## src/rtl/dmem_ctrl_pkg.sv

```systemverilog
// dmem_ctrl shared types: FSM states and RV32I load/store funct3 codes.
// Also holds the natural-alignment test used by MEM_MISALIGN_TRAP_EN.
package dmem_ctrl_pkg;

  typedef enum logic [1:0] {
    IDLE = 2'd0,
    WAIT = 2'd1,
    DONE = 2'd2
  } dmem_state_t;

  localparam logic [2:0] F3_B  = 3'b000;
  localparam logic [2:0] F3_H  = 3'b001;
  localparam logic [2:0] F3_W  = 3'b010;
  localparam logic [2:0] F3_BU = 3'b100;
  localparam logic [2:0] F3_HU = 3'b101;

  function automatic logic is_misaligned(
    input logic [2:0] f3,
    input logic [1:0] off
  );
    logic r;
    r = 1'b0;
    unique case (1'b1)
      (f3 == F3_H), (f3 == F3_HU): r = off[0];
      (f3 == F3_W):                r = |off;
      default:                     r = 1'b0;
    endcase
    return r;
  endfunction

endpackage

```

## src/rtl/dmem_ctrl_if.sv

```systemverilog
// Data-cache request/response bus between dmem_ctrl and the D-cache.
// master = controller side, slave = cache side.
interface dmem_ctrl_if;
  logic        dmem_read;
  logic        dmem_write;
  logic [31:0] dmem_address;
  logic [31:0] dmem_wdata;
  logic [3:0]  dmem_mbe;
  logic        dmem_resp;
  logic [31:0] dmem_rdata;

  modport master (
    output dmem_read, dmem_write, dmem_address,
    output dmem_wdata, dmem_mbe,
    input  dmem_resp, dmem_rdata
  );

  modport slave (
    input  dmem_read, dmem_write, dmem_address,
    input  dmem_wdata, dmem_mbe,
    output dmem_resp, dmem_rdata
  );
endinterface

```

## src/rtl/dmem_ctrl_mem_align.sv

```systemverilog
// mem_align: store byte-lane steering/mask and load extraction/extension.
// Purely combinational; store and load sides have independent controls.
module mem_align
  import dmem_ctrl_pkg::*;
(
  input  logic [2:0]  st_funct3,
  input  logic [1:0]  st_off,
  input  logic [31:0] st_data,
  input  logic [2:0]  ld_funct3,
  input  logic [1:0]  ld_off,
  input  logic [31:0] ld_word,
  output logic [3:0]  mbe,
  output logic [31:0] wdata,
  output logic [31:0] ld_data
);

  logic [4:0]  st_sh;
  logic [4:0]  ld_sh;
  logic [31:0] word;

  assign st_sh = {st_off, 3'b000};
  assign ld_sh = {ld_off, 3'b000};
  assign word  = ld_word >> ld_sh;

  always_comb begin
    mbe   = 4'b0000;
    wdata = 32'h0;
    unique case (1'b1)
      (st_funct3 == F3_B): begin
        mbe   = 4'b0001 << st_off;
        wdata = st_data << st_sh;
      end
      (st_funct3 == F3_H): begin
        mbe   = 4'b0011 << st_off;
        wdata = st_data << st_sh;
      end
      (st_funct3 == F3_W): begin
        mbe   = 4'b1111;
        wdata = st_data;
      end
      default: ;
    endcase
  end

  always_comb begin
    ld_data = 32'h0;
    unique case (1'b1)
      (ld_funct3 == F3_B):
        ld_data = {{24{word[7]}}, word[7:0]};
      (ld_funct3 == F3_H):
        ld_data = {{16{word[15]}}, word[15:0]};
      (ld_funct3 == F3_W):
        ld_data = word;
      (ld_funct3 == F3_BU):
        ld_data = {24'h0, word[7:0]};
      (ld_funct3 == F3_HU):
        ld_data = {16'h0, word[15:0]};
      default: ;
    endcase
  end

endmodule

```

## src/rtl/dmem_ctrl.sv

```systemverilog
// MEM-stage data-memory controller: IDLE -> WAIT -> DONE request FSM.
// Optional macro MEM_MISALIGN_TRAP_EN blocks misaligned accesses.
module dmem_ctrl
  import dmem_ctrl_pkg::*;
(
  input  logic        clk,
  input  logic        rst,
  input  logic        exmem_valid,
  input  logic        exmem_mem_read,
  input  logic        exmem_mem_write,
  input  logic [2:0]  exmem_funct3,
  input  logic [31:0] exmem_alu_out,
  input  logic [31:0] exmem_rs2_out,
  input  logic        pipe_advance,
  dmem_ctrl_if.master bus,
  output logic [31:0] mem_rdata,
  output logic        mem_stall,
  output logic        mem_misaligned
);

  dmem_state_t state, state_n;

  logic        req_read;
  logic        req_write;
  logic [31:0] req_addr;
  logic [31:0] req_wdata;
  logic [3:0]  req_mbe;
  logic [2:0]  req_funct3;
  logic [1:0]  req_off;
  logic [31:0] hold;

  logic        acc;
  logic        mis;
  logic        go;
  logic [3:0]  al_mbe;
  logic [31:0] al_wdata;
  logic [31:0] ld_data;

  assign acc = exmem_valid
             & (exmem_mem_read | exmem_mem_write);

`ifdef MEM_MISALIGN_TRAP_EN
  assign mis = acc & is_misaligned(
    exmem_funct3, exmem_alu_out[1:0]);
`else
  assign mis = 1'b0;
`endif

  assign go = acc & ~mis;
  assign mem_misaligned = mis;

  mem_align u_align (
    .st_funct3 (exmem_funct3),
    .st_off    (exmem_alu_out[1:0]),
    .st_data   (exmem_rs2_out),
    .ld_funct3 (req_funct3),
    .ld_off    (req_off),
    .ld_word   (bus.dmem_rdata),
    .mbe       (al_mbe),
    .wdata     (al_wdata),
    .ld_data   (ld_data)
  );

  always_ff @(posedge clk or negedge rst) begin
    if (!rst) state <= IDLE;
    else      state <= state_n;
  end

  always_comb begin
    state_n   = state;
    mem_stall = 1'b0;
    unique case (state)
      IDLE: begin
        mem_stall = go;
        if (go) state_n = WAIT;
      end
      WAIT: begin
        mem_stall = 1'b1;
        if (bus.dmem_resp) state_n = DONE;
      end
      DONE: begin
        if (pipe_advance) state_n = IDLE;
      end
      default: state_n = IDLE;
    endcase
  end

  // Request registers are cleared on response so requests drop in DONE.
  always_ff @(posedge clk or negedge rst) begin
    if (!rst) begin
      req_read   <= 1'b0;
      req_write  <= 1'b0;
      req_addr   <= 32'h0;
      req_wdata  <= 32'h0;
      req_mbe    <= 4'h0;
      req_funct3 <= 3'h0;
      req_off    <= 2'h0;
      hold       <= 32'h0;
    end else if (state == IDLE && go) begin
      req_read   <= exmem_mem_read;
      req_write  <= exmem_mem_write & ~exmem_mem_read;
      req_addr   <= {exmem_alu_out[31:2], 2'b00};
      req_wdata  <= exmem_mem_read ? 32'h0 : al_wdata;
      req_mbe    <= exmem_mem_read ? 4'h0 : al_mbe;
      req_funct3 <= exmem_funct3;
      req_off    <= exmem_alu_out[1:0];
    end else if (state == WAIT && bus.dmem_resp) begin
      req_read   <= 1'b0;
      req_write  <= 1'b0;
      req_addr   <= 32'h0;
      req_wdata  <= 32'h0;
      req_mbe    <= 4'h0;
      hold       <= req_read ? ld_data : 32'h0;
    end
  end

  assign bus.dmem_read    = req_read;
  assign bus.dmem_write   = req_write;
  assign bus.dmem_address = req_addr;
  assign bus.dmem_wdata   = req_wdata;
  assign bus.dmem_mbe     = req_mbe;

  assign mem_rdata = (state == DONE) ? hold : 32'h0;

endmodule

```

## src/flat_wrapper.sv

```systemverilog
// flat-port wrapper written by rule: the top's interface ports become plain ports
module dmem_ctrl_flat import dmem_ctrl_pkg::*;
  (clk, rst, exmem_valid, exmem_mem_read, exmem_mem_write, exmem_funct3, exmem_alu_out, exmem_rs2_out, pipe_advance, mem_rdata, mem_stall, mem_misaligned, bus_dmem_read, bus_dmem_write, bus_dmem_address, bus_dmem_wdata, bus_dmem_mbe, bus_dmem_resp, bus_dmem_rdata);
  dmem_ctrl_if bus_i ();
  input  logic clk;
  input  logic rst;
  input  logic exmem_valid;
  input  logic exmem_mem_read;
  input  logic exmem_mem_write;
  input  logic [2:0] exmem_funct3;
  input  logic [31:0] exmem_alu_out;
  input  logic [31:0] exmem_rs2_out;
  input  logic pipe_advance;
  output logic [31:0] mem_rdata;
  output logic mem_stall;
  output logic mem_misaligned;
  output wire logic [$bits(bus_i.dmem_read)-1:0] bus_dmem_read;
  output wire logic [$bits(bus_i.dmem_write)-1:0] bus_dmem_write;
  output wire logic [$bits(bus_i.dmem_address)-1:0] bus_dmem_address;
  output wire logic [$bits(bus_i.dmem_wdata)-1:0] bus_dmem_wdata;
  output wire logic [$bits(bus_i.dmem_mbe)-1:0] bus_dmem_mbe;
  input wire logic [$bits(bus_i.dmem_resp)-1:0] bus_dmem_resp;
  input wire logic [$bits(bus_i.dmem_rdata)-1:0] bus_dmem_rdata;
  assign bus_dmem_read = bus_i.dmem_read;
  assign bus_dmem_write = bus_i.dmem_write;
  assign bus_dmem_address = bus_i.dmem_address;
  assign bus_dmem_wdata = bus_i.dmem_wdata;
  assign bus_dmem_mbe = bus_i.dmem_mbe;
  assign bus_i.dmem_resp = bus_dmem_resp;
  assign bus_i.dmem_rdata = bus_dmem_rdata;
  dmem_ctrl u_core (.clk(clk), .rst(rst), .exmem_valid(exmem_valid), .exmem_mem_read(exmem_mem_read), .exmem_mem_write(exmem_mem_write), .exmem_funct3(exmem_funct3), .exmem_alu_out(exmem_alu_out), .exmem_rs2_out(exmem_rs2_out), .pipe_advance(pipe_advance), .bus(bus_i), .mem_rdata(mem_rdata), .mem_stall(mem_stall), .mem_misaligned(mem_misaligned));
endmodule
```

## config.mk

```make
export PLATFORM = sky130hd
export DESIGN_NAME = dmem_ctrl_flat
export DESIGN_NICKNAME = d
export VERILOG_FILES = /design/src/rtl/dmem_ctrl_pkg.sv /design/src/rtl/dmem_ctrl_if.sv /design/src/rtl/dmem_ctrl_mem_align.sv /design/src/rtl/dmem_ctrl.sv /design/src/flat_wrapper.sv
export SDC_FILE = /design/constraint.sdc
export NUM_CORES = 1
export LEC_CHECK = 0
export BUFFER_PORTS_ARGS = -buffer_cell sky130_fd_sc_hd__buf_4
export CORE_ASPECT_RATIO = 0.9
export CORE_UTILIZATION = 27
export DETAILED_ROUTE_END_ITERATION = 8
export SYNTH_ARGS = -nofsm -noshare
export SYNTH_HDL_FRONTEND = slang
export SYNTH_SLANG_ARGS = --single-unit
```

## constraint.sdc

```tcl
create_clock -name clk -period 2.1 [get_ports clk]
set_input_delay 0.63 -clock clk [delete_from_list [all_inputs] [get_ports clk]]
set_output_delay 0.63 -clock clk [all_outputs]
set_load 0.02 [all_outputs]
```

# Word-level counts from Yosys, hierarchy flattened

Cells that the tools add are included.

Bits in registers: 109
Input bits: 106
Output and inout bits: 104
Logic and storage cells: 58

Eq/ne operators: 11
Shift operators: 4
Muxes and demuxes: 20
Bitwise logic cells: 5
Reductions and logical operators: 9

Operators with widths:

| kind                | count |
|---|---|
| $mux 32             | 6 |
| $pmux 32 s5         | 1 |
| $pmux 32 s2         | 1 |
| $shl 32x5->32       | 1 |
| $shr 32x5->32       | 1 |
| $mux 4              | 3 |
| $pmux 4 s3          | 1 |
| $eq 3x1->1 const B  | 2 |
| $eq 3x2->1 const B  | 2 |
| $eq 3x3->1 const B  | 2 |
| $logic_not 3->1     | 2 |
| $mux 2              | 3 |
| $pmux 2 s3          | 1 |
| $ne 2x2->1 const B  | 2 |
| $shl 1x2->4 const A | 1 |
| $shl 2x2->4 const A | 1 |
| $mux 1              | 3 |
| $reduce_and 3->1    | 1 |
| $and 1x1->1         | 2 |
| $eq 2x1->1 const B  | 1 |
| $eq 2x2->1 const B  | 1 |
| $logic_and 1x1->1   | 2 |
| $logic_not 2->1     | 1 |
| $ne 2x1->1 const B  | 1 |
| 6 further kinds     | 7 |

# Longest topological paths before layout

Depth after elaboration: 5
Mapped depth: 7
Mapped depth without buffers: 4

# By module

A second synthesis with hierarchy kept.

Cells, all modules: 619
Area, all modules: 5994.5 µm²

By module, submodules not included:

| module    | instances | cells an instance | area an instance (µm²) | seq. area each (µm²) |
|---|---|---|---|---|
| dmem_ctrl | 1         | 425               | 4493.1                 | 2677.6 |
| mem_align | 1         | 194               | 1501.4                 | 0.0 |

# Least setup slack after synthesis

No wires, ideal clock.

Path kind: input -> register
Start: input exmem_valid
End: register u_core.req_wdata[27], in the netlist u_core.bus.dmem_wdata[27]
Library setup time: 0.066 ns
Data arrival time: 1.950 ns
Required time: 2.034 ns
Path slack: 0.084 ns
Stages: 6
Buffers on the path: 2
Cell sequence: or3b_4 -> or4_4 -> buf_6 -> buf_8 -> nor2_1 -> a221o_1

Cells in the longest elaborated chain, start to end: 3
Elaborated cells on any way between the ends: 4
Those cells by class: 1 x mux; 1 x bitwise; 2 x reduce/logical

RTL lines:

| element                                      | line              | source |
|---|---|---|
| from (decl)                                  | flat_wrapper.sv:7 | `input logic exmem_valid;` |
| $and 1x1->1 *                                | dmem_ctrl.sv:40   | `& (exmem_mem_read \| exmem_mem_write);` |
| $logic_and 1x1->1 *                          | dmem_ctrl.sv:99   | `end else if (state == IDLE && go) begin` |
| $mux 32 or $reduce_bool 2->1 (tied branches) | --                |  |
| to (signal assigned)                         | dmem_ctrl.sv:103  | `req_wdata <= exmem_mem_read ? 32'h0 : al_wdata;` |
| to (decl)                                    | dmem_ctrl.sv:26   | `logic [31:0] req_wdata;` |

Mark *: on every way between the ends. The rest lies on a longest branch, timed or not.
A chain may end at the register's enable or synchronous reset.

# Worst setup path in the final report

Start: register u_core.state[1]
End: output mem_rdata[3]

Cells in the longest elaborated chain, start to end: 2

RTL lines:

| element                | line               | source |
|---|---|---|
| from (decl)            | dmem_ctrl.sv:21    | `dmem_state_t state, state_n;` |
| from (signal assigned) | dmem_ctrl.sv:66    | `else state <= state_n;` |
| $eq 2x2->1             | dmem_ctrl.sv:123   | `assign mem_rdata = (state == DONE) ? hold : 32'h0;` |
| $mux 32                | dmem_ctrl.sv:123   |  |
| to (decl)              | flat_wrapper.sv:14 | `output logic [31:0] mem_rdata;` |

No other way between the ends.

==> flow_summary.ini <==
[yosys]
synthFlopType = dfrtp_1
ys_seq_elements = 107
async_flop_share_pct = 100.0
synth_top_area_share_pct = 49.45
ys_types = 47
synthTopCellsByCount = dfrtp_1 (107), nand2_1 (87), o21ai_0 (47), a221o_1 (40), and2_1 (32)
syn_avg_cell_area_um2 = 10.37
synth_edf_count = 0
yosysWarnings = 0
ys_seq_area_share_pct = 49.45
synth_area_um2 = 5415
synth_cells = 522
yosys-top-cells-area = dfrtp_1 (49%), a221o_1 (7.4%), nand2_1 (6.0%)
synth_top_cell_by_area = dfrtp_1
yosysMostFrequentCell = dfrtp_1

[timing]
period_needed_ps = 2090
finalSetupViolations = 0
finalClockSkew_ps = 5.587
hold_viol_final = 0
holdWs_ps = 188.4
fin_crit_sh_pct = 99.53
fmaxAchievable_ghz = 0.4784
slew_violations = 0
rsz0062_at_grt = yes

[route]
first_iter_violations = 285
wl_met3_um = 1061
top_layer = met4
drt-total-wl_um = 16920
remaining_drc_errors = 0
met2_length_um = 8009
via_count = 4756
wire_per_inst_um = 17.37
drtPass1Iterations = 5
antenna_left = 0
routed_via_density = 4.883
drt-met1-wl_um = 7592

[grt]
grt_max_degree = 40
grt_pass1_vias = 4529
grt_overflow = 0
antenna_found_initial = 0
grtUsageTotal_pct = 16.58
grt_pass1_wl_um = 25990

[die]
start_util_pct = 27.92
die_h_um = 136.4
die_x_um = 151.3
core_um2 = 19400
rows = 48
die_area_um2 = 20630
num_io_pins = 210

[setup_path]
rr_endpoint = u_core.bus.dmem_wdata[25]
worst_setup_path_start_kind = flop
rr_startpoint = u_core.state[0]
path_max_fanout = 33
worstSetupEndpointType = output port
arrival_ps = 1460
setup.worst_path.class = reg -> out
rrSetupSlack_ps = 150
ff2ff_path_depth = 5
crit_required_ps = 1470

[clocking]
cts-root-buf = clkbuf_16
clk_latency_ps = 350
ctsLongestPathBuffers = 2
clock-sinks = 107
hold_buffers = 0
cts_tree = built
htreeDepth = 3
clk_pin_slew_ps = 70
cts_buffers = 9

[finish]
layout-drive-gt1-share_pct = 39.78
antenna_cells = 0
area_growth_pct = 42.70
nNetsFinal = 826

[pwr]
power.density_nw_per_um2 = 1093
p_leak_nw = 3.804
power_mw = 8.444
vdd_drop_max_mv = 0.5696

[worst_hold_path]
hold_class = in -> async

[place]
place.gp.congestion = 0.7977
hpwl_um = 12210
io_buffers = 206

[flow_run]
cap_violations = 0

[outcome]
status = finished, final reports clean
==> where the power goes <==
group	leakage (nW)	internal [mW]	total, mW	switching [mW]
combinational	2.21	1.56	3.37	1.81
sequential	1.43	2.67	3.10	0.431
clock	0.166	1.20	1.97	0.779
total	3.80	5.43	8.44	3.02
==> sequential cells by signal, indices dropped and copies added, names as in the netlist <==
| signal | cells |
|---|---|
| u_core.bus.dmem_wdata | 32 |
| u_core.hold | 32 |
| u_core.bus.dmem_address | 30 |
| u_core.bus.dmem_mbe | 4 |
| u_core.req_funct3 | 3 |
| u_core.req_off | 2 |
| u_core.state | 2 |
| u_core.bus.dmem_read | 1 |
| u_core.bus.dmem_write | 1 |
==> worst max path at each step <==
stage,start,to,slack (ps),cells after the start
after floorplan,exmem_valid,u_core.bus.dmem_wdata[27],80,6
after global placement,exmem_valid,u_core.bus.dmem_wdata[12],4,7
after detailed placement,exmem_valid,u_core.bus.dmem_wdata[19],-20,5
after CTS,u_core.state[1],mem_rdata[0],-9,4
after global routing,u_core.state[0],mem_rdata[7],-80,4
final,u_core.state[1],mem_rdata[3],10,4
==> metal layers <==
layer / GRT usage [%] / vias up
met5: 0 / -
met1: 23.06 / 2298
met2: 24.91 / 158
li1: - / 2282
met3: 4.195 / 18
met4: 5.389 / 0
==> critical path: stages, from the launching register on <==
cell,delay (ps)
dfrtp_1,380
and2b_2,210
buf_12,160
and2_1,180
buf_4,160
==> placed cells by master (no fill, tap or decap), types with 4 or more instances in the layout <==
cell and count:
a22oi_1 16, o21ai_0 47, buf_6 13, and3_1 8, mux2i_1 17, clkbuf_16 9, a221o_1 40, and2_1 29
dfrtp_1 107, nand2_1 87, mux2_2 22, a22o_1 16, o2bb2ai_1 4, buf_12 9, nand3b_1 16, a21oi_1 11
buf_4 210, inv_1 4, nor2_1 12
==> cell type report <==
cell class	count	area (um2)
sequential	107	2678
inverter	4	15.01
clock inverter	4	98.84
timing repair buffer	232	1903
fill	1912	11670
tap	250	312.8
multi-input combinational	366	2477
clock buffer	11	242.7
==> through the flow <==
step	cells	setup WS [ps]	util, %	TNS (ps)	instance area (um2)
2_1_floorplan	524	84.41	-	0	5423
3_3_place_gp	957	4.181	37.71	0	7315
3_5_place_dp	957	-23.81	37.71	-66.93	7315
4_1_cts	974	-9.153	39.58	-38.30	7679
5_1_grt	974	-82.74	39.83	-1576	7727
6_report	974	9.843	39.83	0	7727
==> cells by family (layout without fill, tap and decap cells) <==
family / count (synthesis) / after routing / share of synthesized area, %
and+or+nand+nor: 176 / 176 / 16.77
AOI/OAI and AO/OA: 146 / 146 / 20.19
DFF: 107 / 107 / 49.45
buffers and inverters: 51 / 251 / 5.222
muxes: 40 / 40 / 8.133
other: 1 / 3 / 0.06925
xor gates and xnor gates: 1 / 1 / 0.1618
==> repair_timing <==
item	CTS	global route
resized for setup	3	13
gates cloned	0	0
pin swaps	0	0
setup buffers	2	0
setup endpoints to repair	32	32
No activity file was read; power rests on OpenSTA's default activity.
